$ cat src/rtl/pipeline_stall_ctrl.sv
// pipeline_stall_ctrl
// Stage-enable controller for the 5-stage pipeline (IF/ID/EX/MEM/WB).
// Handles data-memory freeze, load-use bubbles, fetch wait and taken-branch
// redirect with the delay slot kept. It also counts the cycles in which fetch was stalled.
// The enables are combinational from the registered state plus the current inputs.

module pipeline_stall_ctrl #(
    parameter int REG_W      = 5,
    parameter int LU_BUBBLES = 1,
    parameter int CNT_W      = 32
) (
    input  logic             clk,
    input  logic             resetn,
    input  logic             imem_ok,
    input  logic             dmem_req,
    input  logic             dmem_ok,
    input  logic [REG_W-1:0] id_rs,
    input  logic [REG_W-1:0] id_rt,
    input  logic             id_use_rs,
    input  logic             id_use_rt,
    input  logic             ex_load,
    input  logic [REG_W-1:0] ex_dst,
    input  logic             id_branch_taken,
    output logic             fetch_enable,
    output logic             decode_enable,
    output logic             execute_enable,
    output logic             memory_enable,
    output logic             writeback_enable,
    output logic             ex_bubble,
    output logic             redirect,
    output logic [CNT_W-1:0] stall_cycles
);

    typedef enum logic [1:0] {
        ST_RUN      = 2'd0,
        ST_LU_STALL = 2'd1,
        ST_DWAIT    = 2'd2
    } state_t;

    localparam logic [1:0] LU_RELOAD = 2'(LU_BUBBLES - 1);

    state_t           state_r;
    state_t           state_nxt_s;
    logic [1:0]       lu_cnt_r;
    logic [1:0]       lu_cnt_nxt_s;
    logic             pend_redir_r;
    logic             pend_redir_nxt_s;
    logic [CNT_W-1:0] stall_cycles_r;

    logic freeze_s;
    logic hazard_s;
    logic lu_active_s;

    // Hazard detection. A non-zero lu_cnt means that bubbles are still owed. That is
    // also true while a freeze is in progress, so the LU_STALL progress survives DWAIT.
    always_comb begin
        freeze_s    = dmem_req & ~dmem_ok;
        hazard_s    = ex_load & (ex_dst != {REG_W{1'b0}}) &
                      ((id_use_rs & (id_rs == ex_dst)) | (id_use_rt & (id_rt == ex_dst)));
        lu_active_s = (lu_cnt_r != 2'd0);
    end

    // Next-state, stage enables and redirect generation, highest priority first.
    always_comb begin
        fetch_enable     = 1'b0;
        decode_enable    = 1'b0;
        execute_enable   = 1'b0;
        memory_enable    = 1'b0;
        writeback_enable = 1'b0;
        ex_bubble        = 1'b0;
        redirect         = 1'b0;
        state_nxt_s      = state_r;
        lu_cnt_nxt_s     = lu_cnt_r;
        pend_redir_nxt_s = pend_redir_r;

        if (!resetn) begin
            state_nxt_s      = ST_RUN;
            lu_cnt_nxt_s     = 2'd0;
            pend_redir_nxt_s = 1'b0;
        end else if (freeze_s) begin
            // Full freeze: every enable stays low and the hazard progress is held.
            state_nxt_s = ST_DWAIT;
        end else begin
            if (lu_active_s) begin
                execute_enable   = 1'b1;
                memory_enable    = 1'b1;
                writeback_enable = 1'b1;
                ex_bubble        = 1'b1;
                lu_cnt_nxt_s     = lu_cnt_r - 2'd1;
                state_nxt_s      = (lu_cnt_r == 2'd1) ? ST_RUN : ST_LU_STALL;
            end else if (hazard_s) begin
                execute_enable   = 1'b1;
                memory_enable    = 1'b1;
                writeback_enable = 1'b1;
                ex_bubble        = 1'b1;
                lu_cnt_nxt_s     = LU_RELOAD;
                state_nxt_s      = (LU_RELOAD != 2'd0) ? ST_LU_STALL : ST_RUN;
            end else if (!imem_ok) begin
                execute_enable   = 1'b1;
                memory_enable    = 1'b1;
                writeback_enable = 1'b1;
                ex_bubble        = 1'b1;
                state_nxt_s      = ST_RUN;
            end else begin
                fetch_enable     = 1'b1;
                decode_enable    = 1'b1;
                execute_enable   = 1'b1;
                memory_enable    = 1'b1;
                writeback_enable = 1'b1;
                state_nxt_s      = ST_RUN;
            end

            // Redirect only fires when fetch advances, so the delay slot is never lost.
            // While a redirect is pending, the same branch seen again in ID is ignored.
            if (fetch_enable) begin
                redirect         = pend_redir_r | id_branch_taken;
                pend_redir_nxt_s = 1'b0;
            end else if (id_branch_taken) begin
                pend_redir_nxt_s = 1'b1;
            end else begin
                pend_redir_nxt_s = pend_redir_r;
            end
        end
    end

    // State, bubble counter and pending-redirect registers.
    always_ff @(posedge clk) begin
        if (!resetn) begin
            state_r      <= ST_RUN;
            lu_cnt_r     <= 2'd0;
            pend_redir_r <= 1'b0;
        end else begin
            state_r      <= state_nxt_s;
            lu_cnt_r     <= lu_cnt_nxt_s;
            pend_redir_r <= pend_redir_nxt_s;
        end
    end

    // Saturating count of the cycles in which fetch was held off.
    always_ff @(posedge clk) begin
        if (!resetn) begin
            stall_cycles_r <= {CNT_W{1'b0}};
        end else if (!fetch_enable && (stall_cycles_r != {CNT_W{1'b1}})) begin
            stall_cycles_r <= stall_cycles_r + {{(CNT_W-1){1'b0}}, 1'b1};
        end else begin
            stall_cycles_r <= stall_cycles_r;
        end
    end

    assign stall_cycles = stall_cycles_r;

endmodule

$ cat config.mk
export PLATFORM = sky130hd
export DESIGN_NAME = pipeline_stall_ctrl
export DESIGN_NICKNAME = d
export VERILOG_FILES = /design/src/rtl/pipeline_stall_ctrl.sv
export SDC_FILE = /design/constraint.sdc
export NUM_CORES = 1
export LEC_CHECK = 0
export CAP_MARGIN = 20
export CORE_MARGIN = 2
export CORE_UTILIZATION = 51
export CTS_BUF_LIST = sky130_fd_sc_hd__clkbuf_2
export DETAILED_ROUTE_END_ITERATION = 8
export HOLD_SLACK_MARGIN = 0.03
export PLACE_DENSITY_LB_ADDON = 0.1
export SYNTH_ARGS = -nofsm -noshare
export SYNTH_HDL_FRONTEND = slang
export SYNTH_SLANG_ARGS = --single-unit
$ cat constraint.sdc
create_clock -name clk -period 4.8 [get_ports clk]
set_clock_uncertainty 0.05 [all_clocks]
set_input_delay 0.72 -clock clk [delete_from_list [all_inputs] [get_ports clk]]
set_output_delay 0.72 -clock clk [all_outputs]
set_load 0.03 [all_outputs]
* After elaboration in Yosys (flattened, before gate mapping) *
Cells that the tools add are included.

operators by class
  add/sub/neg operators = 2
  eq/ne operators = 3
  mux-type cells = 23
  bitwise operators = 9
  reduce and logical (&&, ||, !) cells = 8

operators with widths
  operator                                                             count
  32-bit by 1-bit adder with 32-bit output (second input constant)     1
  32-bit inequality test (second input constant)                       1
  1-bit two-way mux                                                    21
  5-bit == test                                                        2
  2-bit nonzero test                                                   3
  1-bit bitwise AND                                                    5
  5-bit nonzero test                                                   1
  2-bit two-way mux                                                    2
  2-bit AND reduction                                                  2
  1-bit NOT                                                            2
  1-bit bitwise OR                                                     2
  2-bit by 1-bit subtractor with 2-bit output (second input constant)  1
  1-bit logical AND                                                    1
  1-bit zero test                                                      1

storage, ports and cells
  register bits after elaboration = 35
  bits of input ports = 24
  output and inout port bits = 39
  word-level logic and storage cells = 48

* Depth between registers and ports, before layout *
Gate-level depths: netlist of run 1.

  depth in word-level cells = 12
  depth in mapped cells = 9
  gate-level depth less buffers = 7

* Worst setup path before layout of run 1 *
No wires, ideal clock.

  path type = input-to-output
  start = input ex_dst[1]
  end = output redirect
  data arrival time = 2444 ps
  data required time = 4030 ps
  path slack = 1586 ps
  stages on the path = 6
  buffers on the path = 1
  cell sequence = or4_1 o21ai_1 inv_1 a211oi_4 buf_2 o21a_1

on the way
  longest elaborated chain between the ends = 11
  elaborated cells on any way between the ends = 15
  classes of those cells = 2 x eq/ne; 7 x mux; 5 x bitwise; 1 x reduce/logical

RTL lines
  what                 RTL line  source
  from (decl)          22        input logic [REG_W-1:0] ex_dst,
  5-bit == test        59        ((id_use_rs & (id_rs == ex_dst)) | (id_use_rt & (id_rt == ex_dst)));
  1-bit bitwise AND    59
  1-bit bitwise OR     59
  1-bit bitwise AND *  58        hazard_s = ex_load & (ex_dst != {REG_W{1'b0}}) &
  1-bit two-way mux *  91        end else if (hazard_s) begin
  1-bit two-way mux *  84        if (lu_active_s) begin
  1-bit two-way mux *  80        end else if (freeze_s) begin
  1-bit two-way mux *  76        if (!resetn) begin
  1-bit two-way mux *  115       if (fetch_enable) begin
  1-bit two-way mux *  80
  1-bit two-way mux *  76
  to (decl)            30        output logic redirect,

Mark *: on every way between the ends. The rest lies on a longest branch, timed or not. The select of a mux whose other input is x is not followed.

* Worst setup path after layout of run 1 *
  start = input ex_dst[1]
  end = output fetch_enable

on the way
  longest elaborated chain between the ends = 10
  elaborated cells on any way between the ends = 14
  classes of those cells = 2 x eq/ne; 6 x mux; 5 x bitwise; 1 x reduce/logical

RTL lines
  what                 RTL line  source
  5-bit == test        59
  1-bit bitwise AND    59
  1-bit bitwise OR     59
  1-bit bitwise AND *  58
  1-bit two-way mux *  91
  1-bit two-way mux *  84
  1-bit two-way mux *  80
  1-bit two-way mux *  76
  1-bit two-way mux *  80
  1-bit two-way mux *  76
  to (decl)            24        output logic fetch_enable,

Marked as above.

==> qor.csv, run 1 <==
stage,metric,value,unit
sta,Max Fclk,0.2564,GHz
synthesis,library cells used by synthesis,36,
clock_network,Post-CTS Setup Inserts,0,
clock_network,hold buffers post-CTS,0,
final_layout,# fillers,308,
sta,Slew headroom,47.09,%
grt,Overflow after GRT,0,
synthesis,sequential area share after synthesis,36.48,%
floorplan,core area,0.003633,mm²
clock_network,worst-skew pair later-pin latency,0.39,ns
clock_network,total clock sinks,35,
synthesis,Synth Area in XOR/XNOR,11.40,%
sta,max-slew violation count,0,
worst_setup_path,most frequent cell on the critical path,clkdlybuf4s50_1,
sta,Worst Tran Pin Value,0.7928,ns
synthesis,post-synthesis cell area,0.001921,mm²
routing,Total Wirelength,4621,µm
final_layout,share of post-route cells with drive strength above 1,5.498,%
final_layout,"Design Area, Final",0.002582,mm²
worst_setup_path,"Req. time, crit path",4.03,ns
placement,routability cong.,0.7637,
power_and_ir_drop,Pint,375.2,µW
placement,dpl hpwl,3380,µm
worst_hold_path,Hold Path Cell Cnt,2,
floorplan,Site Rows,22,
sta,Final period util,81.25,%
power_and_ir_drop,Comb power frac,16.3,%
grt,first-pass GRT wire length,7893,µm
worst_setup_path,Top delay family on crit path,buffers and inverters,
clock_network,PostCTS Resize Cnt,0,
placement,Post-DP Area,0.002542,mm²
routing,vias,1849,
worst_setup_path,CP peak stage delay,0.72,ns
final_layout,ANT cells,0,
floorplan,die area,0.004273,mm²
synthesis,Cells after Synth,231,
final_layout,highest-count cells in the layout ignoring fill and taps,"clkdlybuf4s50_1 (62), dfxtp_1 (35), xnor2_1 (25), nand2_1 (24), nor2_1 (23)",
synthesis,mux contribution to synthesized area,3.648,%
power_and_ir_drop,Pwr per Cell Area,200.7,mW/mm²
clock_network,Worst-path clk slew,0.15,ns
grt,vias in the first global route,1766,
synthesis,Post-synth EDFFs,0,
worst_setup_path,worst path buffer plus inverter count,4,
sta,"Hold Vio Cnt, Final",0,
routing,"antenna viol nets, final",0,
synthesis,share of flip-flops with an asynchronous set or reset,0,%
worst_setup_path,CP max FO,19,
run_status,outcome,"complete, no violations",
worst_hold_path,Hold Path Origin,lu_cnt_r[1],
clock_network,clock tree buffer depth,2,
worst_setup_path,Stages on worst setup path,7,
clock_network,H-Tree Depth,2,
final_layout,"most common cell after layout, fill and taps aside",clkdlybuf4s50_1,
clock_network,CTS tree,yes,
grt,largest net degree at the start of global routing,25,
run,Max-Cap Viols,0,
worst_setup_path,Worst setup EP type,output pin,
grt,initial antenna violation count,0,
sta,Sum Neg Setup Slack,0,ns
worst_setup_path,CP Class,in2out,
floorplan,die width,65.37,µm
synthesis,Most used DFF post-synth,dfxtp_1,
worst_setup_path,RR Startpoint,stall_cycles[3],
worst_setup_path,Reg2Reg Depth,6,
routing,Vias per Instance,5.454,
placement,port buffer count,62,
grt,Total GRT Usage,23.47,%
power_and_ir_drop,Reg power frac,57.5,%
sta,Final Setup Violations,0,
power_and_ir_drop,Net Sw Frac,27.63,%
worst_setup_path,CP Cell Sequence,clkdlybuf4s50_1 > or4_1 > o21ai_1 > inv_1 > a211oi_4 > buf_4 > clkdlybuf4s50_1,
synthesis,syn_nets,256,
worst_hold_path,Hold EP,lu_cnt_r[1],
synthesis,adder-cell share of the synthesized area,0.6515,%
clock_network,Root Driver,clkbuf_2,
routing,DRC,0,
sta,post-layout minimum cycle time,3.900,ns
final_layout,Final #Nets,315,
power_and_ir_drop,Leak,0.0008931,µW
worst_setup_path,crit start category,input pin,
worst_setup_path,Crit-path slowest cell,clkdlybuf4s50_1,
power_and_ir_drop,peak supply drop,118.1,µV
synthesis,Compound-Gate Fraction of Synth Area,9.121,%
floorplan,I/O Pins,63,
routing,First DRT Iteration DRCs,109,
synthesis,Yosys warnings,0,
power_and_ir_drop,Sw Pwr,143.2,µW
sta,RSZ-0062 raised after global routing,false,
floorplan,Starting Density,52.86,%
synthesis,#FFs+latches synth,35,
floorplan,die height,65.37,µm
final_layout,Finished Core Util,71.07,%
routing,Wirelength per Cell,13.63,µm
power_and_ir_drop,clock share of power,26.3,%
worst_setup_path,FF-to-FF setup slack,2.43,ns
synthesis,Avg Synthesized Cell Area,8.314,µm²
clock_network,TritonCTS buffer count,5,
final_layout,P&R area growth vs syn,34.46,%
worst_setup_path,Worst R2R End,stall_cycles[29],
worst_setup_path,data arrival time of the worst path,3.13,ns
worst_hold_path,Hold Crit Class,reg2reg,
routing,DR pass1 iterations,4,
synthesis,Post-Synth Simple-Gate Area,33.88,%
synthesis,dominant combinational cell family by area after synthesis,simple AND/OR/NAND/NOR gates,
## cells in the mapped netlist, types with 5 or more instances
cell	n	share of area, %
dfxtp_1	35	36
xnor2_1	25	11
a21oi_1	10	2.6
nor3_1	7	1.8
nand2_1	24	4.7
nand4_1	10	3.3
nand2b_1	9	2.9
nor2_1	23	4.5
nor4_1	6	2.0
nand3_1	14	3.6
inv_1	5	0.98
clkbuf_1	5	0.98
mux2i_1	7	3.6
and3_1	6	2.0
## per-layer routing
layer  track usage, %  vias up  part of all wire [%]
li1                 -      937                     -
met1            29.05      856                    45
met2            40.05       47                    49
met3            5.993        9                   4.9
met4            7.031        0                   1.2
met5                0        -                     0
## area by class of cell
type	count	area [µm²]	area share [%]
clock buffer	7	35.03	1.357
clock inverter	1	5.005	0.1938
inverter	5	18.77	0.7267
multi-input combinational	179	1127	43.65
sequential	35	700.7	27.13
tap	48	60.06	2.326
timing repair buffer	64	635.6	24.61
## flip-flops by register name (all words and copies together) (netlist names)
signal and cells:
stall_cycles 32, lu_cnt_r 2, pend_redir_r 1
## through the flow
stage                     instances  total power, µW  worst slack [ns]  hold WS, ns
final                           339            518.4            0.9001       0.4198
after global routing            339            542.0            0.7408       0.4527
after CTS                       339            521.0            0.8905       0.4260
after detailed placement        331            388.4            0.8973       0.3946
after global placement          331            387.1            0.9151       0.3848
after floorplan                 231            349.3             1.586       0.3707
## worst max path at each step
stage          slack [ns]            to  startpoint
3_5_place_dp         0.90  fetch_enable   ex_dst[1]
4_1_cts              0.89  fetch_enable   ex_dst[1]
5_1_grt              0.74  fetch_enable   ex_dst[1]
2_1_floorplan        1.59      redirect   ex_dst[1]
3_3_place_gp         0.92  fetch_enable   ex_dst[1]
6_report             0.90  fetch_enable   ex_dst[1]
## cell families after synthesis
kind of cell,after synthesis
AO/OA/AOI/OAI,26
XOR/XNOR,25
adder cells (fa/ha/maj),1
buffers and inverters,17
flip-flops,35
multiplexers,7
AND/OR/NAND/NOR,120
## worst register-to-register path: cells and delay by family (launching register included)
kind,cells,cell delay [ns]
flops,1,0.48
compound gates,1,0.13
simple gates,5,1.66
## power by group through the flow
stage	Clock, µW	Combinational, µW	Sequential, µW
after detailed placement	0	84.5	304
after global placement	0	83.2	304
after global routing	152	90.8	299
final	136	84.4	298
after CTS	138	85.0	298
after floorplan	0	40.6	309
(Power assumes the default switching activity.)
==> run 2, diff against run 1 <==
--- a/config.mk
+++ b/config.mk
@@ -7,7 +7,7 @@
 export LEC_CHECK = 0
 export CAP_MARGIN = 20
 export CORE_MARGIN = 2
-export CORE_UTILIZATION = 51
+export CORE_UTILIZATION = 43
 export CTS_BUF_LIST = sky130_fd_sc_hd__clkbuf_2
 export DETAILED_ROUTE_END_ITERATION = 8
 export HOLD_SLACK_MARGIN = 0.03
==> constraint.sdc (replaced) <==
create_clock -name clk -period 3.15 [get_ports clk]
set_clock_uncertainty 0.05 [all_clocks]
set_input_delay 0.4725 -clock clk [delete_from_list [all_inputs] [get_ports clk]]
set_output_delay 0.4725 -clock clk [all_outputs]
set_load 0.03 [all_outputs]
==> run 2 against run 1 <==
Compared with the run above: routed wire length rose by 0.65%; combinational power rose by 54%; power rose by 51%; clock power rose by 46%; global-route usage fell by 4.2 points; utilization fell by 11 points; critical path depth did not move; first-iteration DRC count fell by 0.92%; via count rose by 1.2%; critical endpoint is now decode_enable; count of clock-buffer cells in the layout fell by 1; worst hold slack got worse by 0.013 ns; worst setup slack got worse by 0.72 ns.
==> qor.csv, run 2 (synthesized netlist as in run 1, its figures left out) <==
stage,metric,value,unit
floorplan,die width,70.83,µm
clock_network,Worst-path clk slew,0.16,ns
sta,Worst Tran Pin Value,0.8326,ns
placement,port buffer count,62,
clock_network,worst-skew pair later-pin latency,0.36,ns
worst_setup_path,CP max FO,7,
grt,Total GRT Usage,19.28,%
routing,vias,1872,
clock_network,Root Driver,clkbuf_2,
clock_network,clock tree buffer depth,2,
worst_hold_path,Hold Crit Class,reg2reg,
grt,Overflow after GRT,0,
power_and_ir_drop,Sw Pwr,215.7,µW
placement,pre-CTS setup slack,0.09588,ns
clock_network,TritonCTS buffer count,5,
sta,"Hold Vio Cnt, Final",0,
worst_setup_path,Worst setup EP type,output pin,
routing,"antenna viol nets, final",0,
power_and_ir_drop,Reg power frac,58.0,%
sta,Fin Hold WS,0.4064,ns
routing,Wirelength per Cell,13.40,µm
floorplan,I/O Pins,63,
placement,dpl hpwl,3458,µm
routing,Vias per Instance,5.395,
power_and_ir_drop,Leak,0.0009288,µW
sta,max-slew violation count,0,
clock_network,total clock sinks,35,
final_layout,ANT cells,0,
grt,largest net degree at the start of global routing,24,
clock_network,CTS tree,yes,
final_layout,# fillers,405,
routing,First DRT Iteration DRCs,108,
final_layout,Non-Filler Instances,347,
power_and_ir_drop,Power Total,782.6,µW
sta,post-layout minimum cycle time,2.966,ns
power_and_ir_drop,Comb power frac,16.7,%
power_and_ir_drop,Pwr per Cell Area,299.8,mW/mm²
floorplan,Starting Density,44.42,%
worst_setup_path,"Req. time, crit path",2.63,ns
routing,DR pass1 iterations,4,
run_status,outcome,"complete, no violations",
sta,RSZ-0062 raised after global routing,false,
sta,Max Fclk,0.3372,GHz
routing,DRC,0,
grt,initial antenna violation count,0,
sta,Final Worst Setup Slack,0.1840,ns
power_and_ir_drop,Net Sw Frac,27.57,%
worst_setup_path,CP Class,in2out,
grt,vias in the first global route,1709,
final_layout,flip-flop count of the largest register after layout,32,
floorplan,die height,70.83,µm
final_layout,"most common cell after layout, fill and taps aside",clkdlybuf4s50_1,
worst_setup_path,data arrival time of the worst path,2.44,ns
run,Max-Cap Viols,0,
floorplan,die area,0.005017,mm²
placement,DP Cell Count,339,
routing,Total Wirelength,4651,µm
grt,first-pass GRT wire length,7734,µm
power_and_ir_drop,peak supply drop,149.1,µV
floorplan,core area,0.004324,mm²
worst_setup_path,crit start category,input pin,
power_and_ir_drop,clock share of power,25.3,%
floorplan,Site Rows,24,
power_and_ir_drop,Pint,566.9,µW
placement,routability cong.,0.7495,
sta,Slew headroom,43.98,%
sta,Sum Neg Setup Slack,0,ns
clock_network,H-Tree Depth,2,
sta,Final period util,94.16,%
final_layout,P&R area growth vs syn,35.90,%
sta,Final Setup Violations,0,
final_layout,Final #Nets,319,
final_layout,highest-count cells in the layout ignoring fill and taps,"clkdlybuf4s50_1 (58), dfxtp_1 (35), xnor2_1 (25), nand2_1 (24), nor2_1 (23)",
final_layout,share of post-route cells with drive strength above 1,7.119,%
[run 2: final timing paths]
kind,from,end,slack (ns),cells past startpoint
max reg2reg,stall_cycles[3],stall_cycles[29],0.73,6
min,lu_cnt_r[1],lu_cnt_r[1],0.41,2
min reg2reg,lu_cnt_r[1],lu_cnt_r[1],0.41,2
max,ex_dst[1],decode_enable,0.18,7
[run 2: cell type report]
cell class | instances | area [µm²] | share of cell area [%]
well taps | 52 | 65.06 | 2.493
clock buffers | 6 | 30.03 | 1.151
clock inverters | 2 | 7.507 | 0.2876
repair buffers | 68 | 660.6 | 25.31
multi-input cells | 179 | 1127 | 43.19
inverters | 5 | 18.77 | 0.7191
flip-flops and latches | 35 | 700.7 | 26.85
[run 2: worst max-delay path: stages]
cell and delay [ns]:
clkdlybuf4s50_1 0.46, or4_1 0.55, o21ai_1 0.13, inv_1 0.09, a211oi_4 0.40, buf_4 0.19, buf_4 0.15
[run 2: stage by stage]
step	area (µm²)	util [%]
CTS	2608	60.30
floorplan	1921	-
global route	2610	60.36
detailed placement	2570	59.43
finish	2610	60.36
global placement	2570	59.43
[run 2: layer usage]
layer	track usage (%)	share of wire, %
met3	5.556	5.0
met2	31.88	47
met1	24.23	47
met4	6.289	0.92
met5	0	0
[run 2: what timing repair did]
action	CTS	global route
hold buffers	0	0
gates resized for setup	0	1
buffers inserted	0	0
setup endpoints to repair	0	1
[run 2: power by group through the flow]
stage	registers [µW]	logic, µW	clock network [µW]
detailed placement	464	132	0
CTS	454	132	210
global route	456	142	230
global placement	463	130	0
floorplan	470	61.9	0
finish	454	130	198
==> run 3, diff against run 2 <==
--- a/config.mk
+++ b/config.mk
@@ -5,7 +5,7 @@
 export SDC_FILE = /design/constraint.sdc
 export NUM_CORES = 1
 export LEC_CHECK = 0
-export CAP_MARGIN = 20
+export CAP_MARGIN = 10
 export CORE_MARGIN = 2
 export CORE_UTILIZATION = 43
 export CTS_BUF_LIST = sky130_fd_sc_hd__clkbuf_2
==> results of run 3 <==
Same layout as run 2: the final DEF is identical, and so are final timing and power.
